`config.mk`:
```
export PLATFORM = sky130hd
export DESIGN_NAME = flip_candidate_sequencer
export DESIGN_NICKNAME = d
export VERILOG_FILES = /design/src/rtl/flip_candidate_sequencer.sv
export SDC_FILE = /design/constraint.sdc
export NUM_CORES = 1
export LEC_CHECK = 0
export ABC_CLOCK_PERIOD_IN_PS = 3200
export BUFFER_PORTS_ARGS = -buffer_cell sky130_fd_sc_hd__buf_4
export CAP_MARGIN = 20
export CORE_UTILIZATION = 31
export CTS_CLUSTER_DIAMETER = 200
export DETAILED_ROUTE_END_ITERATION = 12
export PLACE_DENSITY = 0.57
export REMOVE_ABC_BUFFERS = 1
export SYNTH_ARGS = -nofsm -noshare
export SYNTH_HDL_FRONTEND = slang
export SYNTH_SLANG_ARGS = --single-unit
```
`constraint.sdc`:
```
create_clock -name clk_i -period 3.2 [get_ports clk_i]
set_input_delay 0.32 -clock clk_i [delete_from_list [all_inputs] [get_ports clk_i]]
set_output_delay 0.32 -clock clk_i [all_outputs]
set_load 0.1 [all_outputs]
```
`src/rtl/flip_candidate_sequencer.sv`:
```
// Flip candidate sequencer: fetches the occurrence rows of one unsatisfied
// clause's literals, streams them into the flip selector and returns the
// chosen variable to the flip/update stage over a valid/ready handshake.
module flip_candidate_sequencer #(
    parameter int unsigned NUM_VARS                 = 1024,
    parameter int unsigned VAR_BITS                 = $clog2(NUM_VARS + 1),
    parameter int unsigned MAX_CLAUSES_PER_VARIABLE = 20,
    parameter int unsigned NSAT                     = 3,
    parameter int unsigned RD_LAT                   = 1
) (
    input  logic                                clk_i,
    input  logic                                rst_ni,
    input  logic                                start_i,
    output logic                                ready_o,
    input  logic [NSAT*VAR_BITS-1:0]            var_ids_i,
    output logic                                occ_rd_en_o,
    output logic [VAR_BITS-1:0]                 occ_rd_addr_o,
    input  logic [MAX_CLAUSES_PER_VARIABLE-1:0] occ_broken_i,
    input  logic [MAX_CLAUSES_PER_VARIABLE-1:0] occ_mask_i,
    output logic [MAX_CLAUSES_PER_VARIABLE-1:0] sel_clause_broken_o,
    output logic [MAX_CLAUSES_PER_VARIABLE-1:0] sel_mask_bits_o,
    output logic [$clog2(NSAT)-1:0]             sel_wr_en_o,
    output logic [NSAT-1:0]                     sel_bv_valid_o,
    input  logic [$clog2(NSAT)-1:0]             sel_selected_i,
    input  logic [MAX_CLAUSES_PER_VARIABLE-1:0] sel_clause_bits_i,
    output logic                                flip_valid_o,
    input  logic                                flip_ready_i,
    output logic [VAR_BITS-1:0]                 flip_var_o,
    output logic                                flip_none_o,
    output logic [MAX_CLAUSES_PER_VARIABLE-1:0] flip_clause_bits_o
);

    localparam int unsigned MC        = MAX_CLAUSES_PER_VARIABLE;
    localparam int unsigned NSAT_BITS = $clog2(NSAT);
    localparam int unsigned IDS_W     = NSAT * VAR_BITS;
    localparam int unsigned CNT_BITS  = 2;
    localparam logic [NSAT_BITS-1:0] SEL_NONE = '1;

    // Only 3-literal clauses and read latencies 1..4 are supported.
    if (NSAT != 3) begin : g_bad_nsat
        $error("flip_candidate_sequencer: NSAT must be 3");
    end
    if (RD_LAT < 1 || RD_LAT > 4) begin : g_bad_lat
        $error("flip_candidate_sequencer: RD_LAT must be 1..4");
    end

    typedef enum logic [2:0] {
        S_IDLE    = 3'd0,
        S_ISSUE   = 3'd1,
        S_DRAIN   = 3'd2,
        S_CAPTURE = 3'd3,
        S_HOLD    = 3'd4
    } state_e;

    state_e                state_q, state_d;
    logic [CNT_BITS-1:0]   cnt_q, cnt_d;
    logic [IDS_W-1:0]      ids_q, ids_d;
    logic [NSAT-1:0]       id_nz_c;
    logic                  accept_c;
    logic [VAR_BITS-1:0]   sel_lit_c;

    logic                  ready_q, ready_d;
    logic                  rd_en_q, rd_en_d;
    logic [VAR_BITS-1:0]   rd_addr_q, rd_addr_d;
    logic [NSAT_BITS-1:0]  rd_code_q, rd_code_d;
    logic [NSAT-1:0]       bv_q, bv_d;
    logic                  flip_valid_q, flip_valid_d;
    logic [VAR_BITS-1:0]   flip_var_q, flip_var_d;
    logic                  flip_none_q, flip_none_d;
    logic [MC-1:0]         flip_bits_q, flip_bits_d;
    logic [NSAT_BITS-1:0]  tag_q [RD_LAT];

    assign accept_c = start_i && ready_q;

    // Per-literal non-zero flags of the incoming clause.
    always_comb begin
        id_nz_c = '0;
        for (int unsigned k = 0; k < NSAT; k++) begin
            id_nz_c[k] = |var_ids_i[k*VAR_BITS +: VAR_BITS];
        end
    end

    // Variable ID of the literal the selector picked.
    always_comb begin
        sel_lit_c = '0;
        for (int unsigned k = 0; k < NSAT; k++) begin
            if (sel_selected_i == NSAT_BITS'(k)) begin
                sel_lit_c = ids_q[k*VAR_BITS +: VAR_BITS];
            end
        end
    end

    // State register.
    always_ff @(posedge clk_i or negedge rst_ni) begin
        if (!rst_ni) begin
            state_q <= S_IDLE;
            cnt_q   <= '0;
        end else begin
            state_q <= state_d;
            cnt_q   <= cnt_d;
        end
    end

    // Next-state logic; cnt_q indexes the literal in ISSUE and the wait in DRAIN.
    always_comb begin
        state_d = state_q;
        cnt_d   = cnt_q;
        unique case (state_q)
            S_IDLE: begin
                if (accept_c) begin
                    cnt_d   = '0;
                    state_d = (|id_nz_c) ? S_ISSUE : S_HOLD;
                end
            end
            S_ISSUE: begin
                if (cnt_q == CNT_BITS'(NSAT - 1)) begin
                    state_d = S_DRAIN;
                    cnt_d   = '0;
                end else begin
                    cnt_d = cnt_q + CNT_BITS'(1);
                end
            end
            S_DRAIN: begin
                if (cnt_q == CNT_BITS'(RD_LAT - 1)) begin
                    state_d = S_CAPTURE;
                    cnt_d   = '0;
                end else begin
                    cnt_d = cnt_q + CNT_BITS'(1);
                end
            end
            S_CAPTURE: state_d = S_HOLD;
            S_HOLD: begin
                if (flip_ready_i) begin
                    state_d = S_IDLE;
                end
            end
            default: state_d = S_IDLE;
        endcase
    end

    // Output next-values, decoded from the upcoming state so outputs stay registered.
    always_comb begin
        ids_d        = accept_c ? var_ids_i : ids_q;
        bv_d         = accept_c ? id_nz_c : bv_q;
        ready_d      = (state_d == S_IDLE);
        rd_en_d      = (state_d == S_ISSUE);
        rd_addr_d    = '0;
        rd_code_d    = '0;
        flip_valid_d = (state_d == S_HOLD);
        flip_var_d   = flip_var_q;
        flip_none_d  = flip_none_q;
        flip_bits_d  = flip_bits_q;
        if (rd_en_d) begin
            for (int unsigned k = 0; k < NSAT; k++) begin
                if (cnt_d == CNT_BITS'(k)) begin
                    rd_addr_d = ids_d[k*VAR_BITS +: VAR_BITS];
                end
            end
            rd_code_d = NSAT_BITS'(cnt_d) + NSAT_BITS'(1);
        end
        if (accept_c && !(|id_nz_c)) begin
            flip_var_d  = '0;
            flip_none_d = 1'b1;
            flip_bits_d = '0;
        end else if (state_q == S_CAPTURE) begin
            if (sel_selected_i == SEL_NONE || sel_lit_c == '0) begin
                flip_var_d  = '0;
                flip_none_d = 1'b1;
            end else begin
                flip_var_d  = sel_lit_c;
                flip_none_d = 1'b0;
            end
            flip_bits_d = sel_clause_bits_i;
        end
    end

    // Output and latched-clause registers.
    always_ff @(posedge clk_i or negedge rst_ni) begin
        if (!rst_ni) begin
            ids_q        <= '0;
            bv_q         <= '0;
            ready_q      <= 1'b1;
            rd_en_q      <= 1'b0;
            rd_addr_q    <= '0;
            rd_code_q    <= '0;
            flip_valid_q <= 1'b0;
            flip_var_q   <= '0;
            flip_none_q  <= 1'b0;
            flip_bits_q  <= '0;
        end else begin
            ids_q        <= ids_d;
            bv_q         <= bv_d;
            ready_q      <= ready_d;
            rd_en_q      <= rd_en_d;
            rd_addr_q    <= rd_addr_d;
            rd_code_q    <= rd_code_d;
            flip_valid_q <= flip_valid_d;
            flip_var_q   <= flip_var_d;
            flip_none_q  <= flip_none_d;
            flip_bits_q  <= flip_bits_d;
        end
    end

    // Tag pipeline: each read's write-enable code emerges with its memory data.
    always_ff @(posedge clk_i or negedge rst_ni) begin
        if (!rst_ni) begin
            for (int unsigned i = 0; i < RD_LAT; i++) begin
                tag_q[i] <= '0;
            end
        end else begin
            tag_q[0] <= rd_code_q;
            for (int unsigned i = 1; i < RD_LAT; i++) begin
                tag_q[i] <= tag_q[i-1];
            end
        end
    end

    assign ready_o             = ready_q;
    assign occ_rd_en_o         = rd_en_q;
    assign occ_rd_addr_o       = rd_addr_q;
    assign sel_wr_en_o         = tag_q[RD_LAT-1];
    assign sel_bv_valid_o      = bv_q;
    assign sel_clause_broken_o = (sel_wr_en_o != '0) ? occ_broken_i : '0;
    assign sel_mask_bits_o     = (sel_wr_en_o != '0) ? occ_mask_i : '0;
    assign flip_valid_o        = flip_valid_q;
    assign flip_var_o          = flip_var_q;
    assign flip_none_o         = flip_none_q;
    assign flip_clause_bits_o  = flip_bits_q;

endmodule
```
### After elaboration in Yosys (flattened, before gate mapping)

Index checks and enable logic that the tools add are counted.

* register bits: 91
* bits in latches: 0
* RAM bits: 0
* bits in read-only memories: 0
* input bits: 99
* output and inout port bits: 91
* memories kept: 0

* add/sub/neg operators: 2
* multiply operators: 0
* divide/modulo/power cells: 0
* magnitude comparators: 0
* equal/unequal tests: 12
* shift operators: 0
* muxes and demuxes: 29
* bitwise logic cells: 0
* reductions and logical operators: 16

Operators by type and width (number)
* 11-bit 2-to-1 mux: 10
* 20-bit 2-to-1 mux: 4
* 33-bit 2-to-1 mux: 1
* 11-bit OR reduction: 3
* 33-bit OR reduction: 1
* 3-bit 2-to-1 mux: 5
* 3-bit case mux with 5 select lines: 1
* 11-bit logical NOT: 1
* 2-bit == test, second input constant: 4
* 2-bit 2-to-1 mux: 4
* 3-bit by 1-bit == test with 1-bit output, second input constant: 2
* 3-bit by 2-bit == test with 1-bit output, second input constant: 2
* 3-bit == test, second input constant: 2
* 2-bit logical NOT: 3
* 3-bit logical NOT: 2
* 2-bit case mux with 3 select lines: 1
* 2-bit by 1-bit adder with 2-bit output, second input constant: 2
* 2-bit by 1-bit == test with 1-bit output, second input constant: 2
* 2-bit nonzero test: 2
* 1-bit 2-to-1 mux: 3
* 1-bit logical AND: 2
* 1-bit logical NOT: 1
* 1-bit logical OR: 1

### Logic depth before layout (Yosys ltp)

Gate-level depths: netlist of run 1.

* word-level depth: 9
* mapped depth: 11

### Worst setup path after synthesis of run 1

Ideal clock, no wire load.

* kind: register to output
* from: register tag_q, in the netlist sel_wr_en_o[1]
* to: output sel_clause_broken_o[0]
* arrival: 2679 ps
* data required time: 2880 ps
* path slack: 201 ps
* cell stages (with the launch flop): 4
* buffers on the path: 1
* cells stage by stage: dfrtp_1 nor2_1 clkbuf_1 nor2b_1

* cells in the longest elaborated chain, start to end: 2

Ends and longest elaborated chain
* start: declaration: RTL line 71 `logic [NSAT_BITS-1:0] tag_q [RD_LAT];`
* start signal: indexed assignment: RTL line 213 `tag_q[i] <= tag_q[i-1];`
* 2-bit nonzero test: RTL line 223 `assign sel_clause_broken_o = (sel_wr_en_o != '0) ? occ_broken_i : '0;`
* 20-bit 2-to-1 mux: RTL line 223
* end: declaration: RTL line 20 `output logic [MAX_CLAUSES_PER_VARIABLE-1:0] sel_clause_broken_o,`

Every way passes these cells.

### Worst setup path in the final report of run 1

* from: register state_q[1]
* to: register rd_addr_q[9] (netlist: occ_rd_addr_o[9])

* cells in the longest elaborated chain, start to end: 7
* elaborated cells on any way between the ends: 19
* classes of those cells: 7 x eq/ne; 10 x mux; 2 x reduce/logical

Ends and longest elaborated chain
* start: declaration: RTL line 55 `state_e state_q, state_d;`
* start signal: assignment: RTL line 99 `state_q <= state_d;`
* 3-bit by 2-bit == test with 1-bit output (tied with other cells): RTL line 108 `unique case (state_q)`
* 2-bit case mux with 3 select lines *: RTL line 108
* net cnt_d[0]: RTL line 56 `logic [CNT_BITS-1:0] cnt_q, cnt_d;`
* 2-bit logical NOT: RTL line 155 `if (cnt_d == CNT_BITS'(k)) begin`
* 11-bit 2-to-1 mux (2 in series): RTL line 155
* 11-bit 2-to-1 mux *: RTL line 155
* 11-bit 2-to-1 mux *: RTL line 153 `if (rd_en_d) begin`
* net rd_addr_d[9]: RTL line 64 `logic [VAR_BITS-1:0] rd_addr_q, rd_addr_d;`
* end signal: assignment: RTL line 195 `rd_addr_q <= rd_addr_d;`
* end: declaration: RTL line 64

The timed path passes the listed nets; every way through them passes the cells marked *.
A chain may end at the register's enable or synchronous reset.

==> metrics, run 1 <==
Num CTS Buffers 9; Vias/cell 4.77; Clock Sinks 91; end-of-flow core utilization 0.450; setup bufs post-CTS 0; RSZ-0062 raised after global routing no; via count 3,747; Cells after Synth 423; register area share after synthesis 0.514; final hold vios 0; Syn. warnings 0; Layout Skew 0.00602 ns; min Tclk post-route 2.54 ns; H-tree levels 3; Async SR Flop Fraction 1.00; TritonRoute pass-1 iters 5; Core ar. 0.0139 mm2; Hold Buf Count CTS 0; IO Port Bufs 189; CP arrival 2.76 ns; GRT Total Usage 0.174; row count 43; slowest CP cell dfrtp_1; Die Y 122 um; Top cell by count, worst path nor2b_1; Highest Clock Rate 394 MHz; post-synthesis simple-gate area fraction 0.225; initial drt markers 167; compound-gate portion of the synthesized area 0.0935; post-synth cell types 43; CP bufs+invs 2; vias in the first global route 3,622; die area 0.0148 mm2; Initial Util 0.318; die width 122 um; ys flop type dfrtp_1; DRT antenna net count 0; CP cell instances nor2b_1 > a22oi_1 > o21ai_0 > inv_1 > ha_1 > nor2b_1 > buf_4 > a221oi_1 > and3b_1; Setup Viol. Count Final 0; area delta synth->final 41.6%; largest fanout on the critical path 11; Tcrit/Tclk final 0.794; total gr overflow 0; Final HPWL DP 9580 um; Multi-input gate area 0.00199 mm2; share of layout cells above drive strength 1 0.433; worst min path class in2async; initial antenna violation count 0; Root Driver clkbuf_16; CTS Buffer Depth 2; commonest non-fill, non-tap cells in the layout 198 x buf_4, 90 x dfrtp_1, 58 x nand2_1, 43 x nor2b_1, 34 x nor2_1; Antenna diodes 0; register bit total from synthesis 91; commonest non-fill, non-tap cell in the layout buf_4; FILL cells 1,348; Post-CTS Resized 0; Clock Latency Late Sink 0.33 ns; Netlist Area Pre-Place 0.00443 mm2; global-route wire length before repair 19,700 um; pin count of the biggest net entering global routing 64; run status complete, no violations; main combinational cell family by area after synthesis simple AND/OR/NAND/NOR gates; layout net count 710; CP delay by family, top compound AO/OA/AOI/OAI gates; Total Wirelength 12,900 um; CTS clk-pin slew, worst paths 0.06 ns; adder-cell share of the synthesized area 0.0226; mux cell area share after synthesis 0.109; syn avg cell area 10.5 um2; Slew @ Worst Pin 0.827 ns; DR WL/cell 16.4 um; TritonCTS clock tree yes; max incr delay on CP 0.52 ns; Setup CP Type reg2reg; Worst Setup End Kind flop; Final Max Tran Viols 0; Post-synth EDFFs 0; Reg area 0.00228 mm2; XOR/XNOR share of the synthesized area 0; # IOs 190; DRC 0; relative slew slack 0.449; Worst Path Required 3.42 ns; CP startpoint kind flop; max capacitance violation total 0; gp weighted congestion 0.774
state kept, by name (all words and copies together) (netlist names):
register and cells:
flip_var_o 11, occ_rd_addr_o 11, ids_q 33, sel_wr_en_o 2
state_q 3, flip_none_o 1, flip_valid_o 1, sel_bv_valid_o 3
rd_code_q 2, occ_rd_en_o 1, cnt_q 2, ready_o 1
flip_clause_bits_o 20
logic make-up (layout without fill, tap and decap cells):
kind of cell               Yosys count  in the layout
and+or+nand+nor                    185            185
adders and majority gates            8              8
muxes                               44             44
AOI/OAI and AO/OA                   61             61
DFF                                 91             91
buffers and inverters               34            216
cell usage after synthesis, types with 2 or more instances:
master	count	area [um2]
dfrtp_1	90	2250
nand2_1	58	218
nor2b_1	43	269
nor2_1	35	131
mux2_2	33	372
a21oi_1	27	135
clkbuf_1	15	56.3
nor3_1	14	70.1
a221oi_1	11	96.3
mux2i_1	11	110
buf_2	9	45.0
ha_1	8	100
o21ai_0	8	40.0
nor3b_2	7	87.6
nor4_1	7	43.8
inv_1	5	18.8
o2bb2ai_1	4	35.0
a211o_1	3	26.3
buf_6	3	33.8
or2_2	3	18.8
a22oi_1	2	15.0
and2_1	2	12.5
and3b_1	2	17.5
buf_1	2	7.51
nand3_1	2	10.0
nor3b_1	2	15.0
path summary, 6_finish.rpt:
check,start,endpoint,slack (ns),cells past startpoint
min reg2reg,rd_code_q[0]$_DFF_PN0_,sel_wr_en_o[0]$_DFF_PN0_,0.35,0
min,rst_ni,occ_rd_en_o$_DFF_PN0_,0.09,1
max reg2reg,state_q[1]$_DFF_PN0_,occ_rd_addr_o[9]$_DFF_PN0_,0.66,9
max in group asynchronous,rst_ni,occ_rd_addr_o[10]$_DFF_PN0_,2.35,2
min in group clk_i,sel_clause_bits_i[2],flip_clause_bits_o[2]$_DFFE_PN0P_,0.23,3
max,state_q[1]$_DFF_PN0_,occ_rd_addr_o[9]$_DFF_PN0_,0.66,9
through the flow:
stage	cell area [um2]	instances	hold WS (ns)	worst slack, ns	TNS (ns)
2_1_floorplan	4290	394	0.0244	-0.160	-6.39
3_3_place_gp	6000	772	0.343	0.774	0
3_5_place_dp	6000	772	0.339	0.646	0
4_1_cts	6270	785	0.114	0.652	0
5_1_grt	6270	785	0.155	0.427	0
6_report	6270	785	0.0853	0.659	0
worst reg2reg max path: stages, from the launching register on:
cell	delay (ns)
dfrtp_1	0.52
nor2b_1	0.27
a22oi_1	0.09
o21ai_0	0.40
inv_1	0.15
ha_1	0.22
nor2b_1	0.13
buf_4	0.18
a221oi_1	0.26
and3b_1	0.21
layout make-up:
class | instances | share of cell area
Sequential cell | 91 | 0.363
Multi-Input combinational cell | 298 | 0.318
Timing Repair Buffer | 198 | 0.237
Clock buffer | 10 | 0.0365
Tap cell | 180 | 0.0359
Clock inverter | 3 | 0.00678
Inverter | 5 | 0.00299
routing by layer:
metal / wire length [um] / vias up / global-route usage / part of all wire
met3: 674 / 8 / 0.0384 / 0.052
met1: 6060 / 1825 / 0.249 / 0.47
met5: 0 / - / 0 / 0
met4: 85 / 0 / 0.0440 / 0.0066
met2: 6050 / 112 / 0.264 / 0.47
li1: - / 1802 / - / -
Power of run 1 is left out: the tool's default activity adds up to more than one toggle a clock period on the data nets, which glitch-free logic cannot reach.
==> run 2, diff against run 1 <==
--- a/config.mk
+++ b/config.mk
@@ -5,13 +5,13 @@
 export SDC_FILE = /design/constraint.sdc
 export NUM_CORES = 1
 export LEC_CHECK = 0
-export ABC_CLOCK_PERIOD_IN_PS = 3200
+export ABC_CLOCK_PERIOD_IN_PS = 2300
 export BUFFER_PORTS_ARGS = -buffer_cell sky130_fd_sc_hd__buf_4
 export CAP_MARGIN = 20
 export CORE_UTILIZATION = 31
 export CTS_CLUSTER_DIAMETER = 200
 export DETAILED_ROUTE_END_ITERATION = 12
-export PLACE_DENSITY = 0.57
+export PLACE_DENSITY = 0.59
 export REMOVE_ABC_BUFFERS = 1
 export SYNTH_ARGS = -nofsm -noshare
 export SYNTH_HDL_FRONTEND = slang
==> constraint.sdc (replaced) <==
create_clock -name clk_i -period 2.3 [get_ports clk_i]
set_input_delay 0.23 -clock clk_i [delete_from_list [all_inputs] [get_ports clk_i]]
set_output_delay 0.23 -clock clk_i [all_outputs]
set_load 0.1 [all_outputs]
==> run 2 against run 1 <==
Against the previous run: maximum frequency grew 15%; first-iteration DRC count shrank 35%; via count grew 2.9%; flip-flop and latch count is the same; final cell count grew 2.8%; clock skew grew 0.0012 ns; non-clock buffer count grew 19; design area grew 3.7%; routed wire length shrank 0.21%; sequential share of layout area shrank 1.3 points; core utilization grew 1.7 points.
==> metrics, run 2 (synthesis results as in run 1) <==
run status complete, no violations; initial antenna violation count 0 (unchanged); Slew @ Worst Pin 0.578 ns (-0.249 ns); Initial Util 0.318 (unchanged); min Tclk post-route 2.22 ns (-0.324 ns); Total Wirelength 12,800 um (-0.21%); Worst Setup End Kind flop; worst min path class in2reg; Highest Clock Rate 451 MHz (+15%); Vias/cell 4.78 (about the same); Final Max Tran Viols 0 (unchanged); die width 122 um (unchanged); max capacitance violation total 0 (unchanged); GRT Total Usage 0.174 (+0.000502); largest fanout on the critical path 11 (unchanged); FILL cells 1,320 (-2.1%); Clock Sinks 91 (unchanged); CP arrival 2.45 ns (-0.31 ns); Tcrit/Tclk final 0.964 (+0.170); DR WL/cell 15.9 um (-2.9%); H-tree levels 3 (unchanged); final hold vios 0 (unchanged); RSZ-0062 raised after global routing yes; Setup CP Type reg2reg; initial drt markers 108 (-35%); commonest non-fill, non-tap cells in the layout 214 x buf_4, 88 x dfrtp_1, 58 x nand2_1, 42 x nor2b_1, 34 x nor2_1; # IOs 190 (unchanged); Clock Latency Late Sink 0.34 ns (about the same); commonest non-fill, non-tap cell in the layout buf_4; CTS clk-pin slew, worst paths 0.07 ns (about the same); Die Y 122 um (unchanged); global-route wire length before repair 19,700 um (about the same); Worst Path Required 2.53 ns (-0.89 ns); area delta synth->final 46.9%; TritonCTS clock tree yes; Antenna diodes 0 (unchanged); total gr overflow 0 (unchanged); row count 43 (unchanged); Reg area 0.00228 mm2 (+0.11%); pin count of the biggest net entering global routing 41 (-36%); die area 0.0148 mm2 (unchanged); CTS Buffer Depth 2 (unchanged); Layout Skew 0.00722 ns (+0.00120 ns); Reg with most FFs ids_q; IO Port Bufs 189 (unchanged); TritonRoute pass-1 iters 4 (-1); Root Driver clkbuf_16; Setup Viol. Count Final 0 (unchanged); vias in the first global route 3,794 (+4.7%); relative slew slack 0.613 (+0.164); CP startpoint kind flop; WHS 0.137 ns (+0.0516 ns); layout net count 729 (+2.7%); via count 3,854 (+2.9%); Largest register FFs 33 (unchanged); Final HPWL DP 9560 um (-0.23%); share of layout cells above drive strength 1 0.466 (+0.0327); Core ar. 0.0139 mm2 (unchanged); Multi-input gate area 0.00203 mm2 (+1.9%); DRT antenna net count 0 (unchanged); DRC 0 (unchanged); Num CTS Buffers 9 (unchanged); gp weighted congestion 0.822 (+6.1%)
run 2: area by class of cell:
cell class                 instances  area share
clock buffer                      10      0.0352
tap                              180      0.0346
multi-input combinational        298       0.312
inverter                           5     0.00288
sequential                        91       0.351
timing repair buffer             217       0.255
clock inverter                     6      0.0100
run 2: layer usage:
| metal | vias to the layer above | GRT usage | share of wire | wire length (um) |
|---|---|---|---|---|
| met1 | 1887 | 0.241 | 0.47 | 5980 |
| li1 | 1857 | - | - | - |
| met5 | - | 0 | 0 | 0 |
| met4 | 0 | 0.0417 | 0.0094 | 121 |
| met3 | 9 | 0.0417 | 0.045 | 572 |
| met2 | 101 | 0.273 | 0.48 | 6180 |
run 2: worst paths after layout:
kind	from	endpoint	slack (ns)	depth (start not counted)
worst max-delay path	cnt_q[1]$_DFF_PN0_	occ_rd_addr_o[9]$_DFF_PN0_	0.08	10
worst min-delay path	sel_clause_bits_i[11]	flip_clause_bits_o[11]$_DFFE_PN0P_	0.14	3
worst max register to register	cnt_q[1]$_DFF_PN0_	occ_rd_addr_o[9]$_DFF_PN0_	0.08	10
worst min register to register	rd_code_q[1]$_DFF_PN0_	sel_wr_en_o[1]$_DFF_PN0_	0.35	0
max in group asynchronous	rst_ni	flip_var_o[9]$_DFFE_PN0P_	1.24	3
min in group asynchronous	rst_ni	ids_q[24]$_DFF_PN0_	0.37	2
run 2: critical path, stage by stage, from the launching register on:
cell and delay (ns):
dfrtp_1 0.40, inv_1 0.12, ha_1 0.24, a22oi_1 0.18, nor2_1 0.08, a21oi_2 0.17
inv_1 0.08, ha_1 0.22, buf_4 0.20, a221oi_1 0.21, and3b_1 0.21
run 2: what timing repair did:
item                                   in CTS  in global routing
setup endpoints to repair                  11                 12
pin swaps                                   0                  1
resized for setup                           5                  7
buffers inserted                            0                  3
hold buffers                                1                  0
endpoints found under the hold margin      31                  0
run 2: stage by stage:
stage                     setup slack (ns)  cell area, um2  setup TNS, ns   util  instances
after floorplan                     -0.970            4290         -44.94      -        394
after global routing               -0.0213            6510        -0.0535  0.467        807
after CTS                           0.0543            6460              0  0.464        804
final                               0.0832            6510              0  0.467        807
after detailed placement            -0.405            6140          -4.18  0.441        787
after global placement              -0.262            6140          -2.84  0.441        787
Power of run 2 is left out for the same reason.
==> run 3, diff against run 2 <==
--- a/config.mk
+++ b/config.mk
@@ -8,10 +8,10 @@
 export ABC_CLOCK_PERIOD_IN_PS = 2300
 export BUFFER_PORTS_ARGS = -buffer_cell sky130_fd_sc_hd__buf_4
 export CAP_MARGIN = 20
-export CORE_UTILIZATION = 31
+export CORE_UTILIZATION = 40
 export CTS_CLUSTER_DIAMETER = 200
 export DETAILED_ROUTE_END_ITERATION = 12
-export PLACE_DENSITY = 0.59
+export PLACE_DENSITY = 0.73
 export REMOVE_ABC_BUFFERS = 1
 export SYNTH_ARGS = -nofsm -noshare
 export SYNTH_HDL_FRONTEND = slang
==> constraint.sdc (replaced) <==
create_clock -name clk_i -period 2.3 [get_ports clk_i]
set_input_delay 0.23 -clock clk_i [delete_from_list [all_inputs] [get_ports clk_i]]
set_output_delay 0.23 -clock clk_i [all_outputs]
set_load 0.05 [all_outputs]
==> run 3 against run 2 <==
Against the previous run: hold slack lost 0.033 ns; clock skew grew 0.00063 ns; register-to-register slack gained 0.05 ns; critical path type unchanged; final cell count shrank 5.5%; maximum frequency grew 2.5%; highest routed layer unchanged; first-iteration DRC count grew 73%; non-clock buffer count shrank 4; sequential share of layout area grew 0.85 points; core utilization grew 12 points; critical endpoint is now occ_rd_addr_o[1]$_DFF_PN0_; critical path depth shrank 1; global-route usage grew 4.2 points; largest cell class unchanged.
==> metrics, run 3 (synthesis results as in run 1) <==
run status complete, no violations; Initial Util 0.411 (+0.0926); global-route wire length before repair 19,200 um (-2.8%); Root Driver clkbuf_8; row count 38 (-12%); Inst Count DP 746 (-5.2%); share of layout cells above drive strength 1 0.462 (-0.00343); area delta synth->final 43.2%; commonest non-fill, non-tap cells in the layout 209 x buf_4, 90 x dfrtp_1, 58 x nand2_1, 42 x nor2b_1, 34 x nor2_1; DR WL/cell 16.1 um (+1.1%); Clock Latency Late Sink 0.36 ns (+0.02 ns); Num CTS Buffers 9 (unchanged); via count 3,857 (+0.078%); peak supply drop 0.815 mV; worst min path class in2reg; max incr delay on CP 0.48 ns (+0.08 ns); total gr overflow 0 (unchanged); Reg with most FFs ids_q; gp weighted congestion 0.849 (+3.3%); CP startpoint kind flop; TritonCTS clock tree yes; Core ar. 0.0108 mm2 (-23%); Cell Pwr Density 1640 mW/mm2; Setup CP Type reg2reg; Worst Setup End Kind flop; Antenna diodes 0 (unchanged); final worst slack 0.137 ns (+0.0539 ns); CTS clk-pin slew, worst paths 0.09 ns (+0.02 ns); RSZ-0062 raised after global routing yes; die width 107 um (-12%); FILL cells 917 (-31%); IO Port Bufs 189 (unchanged); DRC 0 (unchanged); layout net count 725 (-0.55%); Highest Clock Rate 462 MHz (+2.5%); GRT Total Usage 0.216 (+0.0416); Vias/cell 5.06 (+5.8%); Tcrit/Tclk final 0.940 (-0.0235); CTS Buffer Depth 2 (unchanged); H-tree levels 3 (unchanged); initial antenna violation count 0 (unchanged); commonest non-fill, non-tap cell in the layout buf_4; pin count of the biggest net entering global routing 59 (+44%); Leak 3.07 nW; die area 0.0115 mm2 (-22%); initial drt markers 187 (+73%); Reg2Reg Setup Slack 0.14 ns (+0.05 ns); Largest register FFs 33 (unchanged); largest fanout on the critical path 11 (unchanged); final hold vios 0 (unchanged); Clock Sinks 91 (unchanged); relative slew slack 0.466 (-0.147); Slew @ Worst Pin 0.801 ns (+0.224 ns); slowest CP cell dfrtp_1; Worst Path Required 2.58 ns (+0.05 ns); Final HPWL DP 9180 um (-4.0%); CP cell instances nor2b_1 > a22oi_1 > nor2_1 > a21oi_2 > buf_4 > ha_1 > nor2b_4 > a221oi_1 > nor3b_1; Final Max Tran Viols 0 (unchanged); vias in the first global route 3,809 (+0.40%); Die Y 107 um (-12%); fin cells 763 (-5.5%); post-place setup slack -0.234 ns (+0.170 ns); TritonRoute pass-1 iters 5 (+1); Layout Skew 0.00785 ns (+0.000629 ns); CP arrival 2.44 ns (about the same); Total Wirelength 12,300 um (-4.4%); Setup Viol. Count Final 0 (unchanged); min Tclk post-route 2.16 ns (-0.0539 ns); Multi-input gate area 0.00203 mm2 (-0.12%); max capacitance violation total 0 (unchanged); # IOs 190 (unchanged); DRT antenna net count 0 (unchanged); Reg area 0.00228 mm2 (-0.11%)
run 3: cell types whose count changed in the layout (fill, tap and decap cells not counted), moves of 2 or more:
cell | before | now
dfrtp_1 | 88 | 90
clkinv_2 | 2 | 0
clkbuf_8 | 0 | 9
dfrtp_2 | 2 | 0
buf_4 | 214 | 209
clkbuf_16 | 9 | 0
inv_6 | 1 | 5
run 3: per-layer routing:
layer | up-vias | track usage | share of wire
li1 | 1842 | - | -
met3 | 15 | 0.0340 | 0.054
met1 | 1874 | 0.297 | 0.44
met2 | 126 | 0.339 | 0.49
met4 | 0 | 0.0890 | 0.018
met5 | - | 0 | 0
run 3: power breakdown:
group | leakage (nW) | internal (mW) | switching [mW]
combinational | 1.87 | 2.38 | 4.14
clock | 0.102 | 0.522 | 0.605
sequential | 1.10 | 2.36 | 0.407
run 3: layout make-up:
type                    instances  share of cell area
well taps                     140              0.0276
flip-flops and latches         91               0.359
clock inverters                 7              0.0128
multi-input cells             298               0.320
clock buffers                   9              0.0195
inverters                       5             0.00296
repair buffers                213               0.258
run 3: critical path: cells and delay by family, from the launching register on:
family | cells | cell delay [ns]
DFF | 1 | 0.48
buffers and inverters | 1 | 0.15
AOI/OAI and AO/OA | 3 | 0.30
adders and majority gates | 1 | 0.21
and+or+nand+nor | 4 | 0.95
run 3: final timing paths:
check	start	endpoint	depth (start not counted)
hold / removal	sel_clause_bits_i[5]	flip_clause_bits_o[5]$_DFFE_PN0P_	3
setup / recovery	state_q[1]$_DFF_PN0_	occ_rd_addr_o[1]$_DFF_PN0_	9
max in group asynchronous	rst_ni	ids_q[10]$_DFF_PN0_	3
hold reg to reg	rd_code_q[0]$_DFF_PN0_	sel_wr_en_o[0]$_DFF_PN0_	0
min in group asynchronous	rst_ni	ids_q[8]$_DFF_PN0_	2
setup reg to reg	state_q[1]$_DFF_PN0_	occ_rd_addr_o[1]$_DFF_PN0_	9
run 3: what timing repair did:
action | CTS | global route
setup buffers | 0 | 0
endpoints found under the setup margin | 11 | 11
hold buffers | 1 | 0
hold endpoints to repair | 32 | 0
gates resized for setup | 2 | 8
run 3: stage by stage:
step	power (mW)	TNS (ns)	cell area [um2]	utilization	hold WS (ns)
6_report	10.4	0	6340	0.588	0.104
5_1_grt	11.0	-0.0186	6340	0.588	0.0864
4_1_cts	10.3	0	6310	0.585	0.0915
3_5_place_dp	9.16	-2.42	6090	0.565	0.213
3_3_place_gp	8.99	-1.13	6090	0.565	0.205
2_1_floorplan	7.04	-17.83	4290	-	-0.0656
Power figures use the tool's default switching activity.
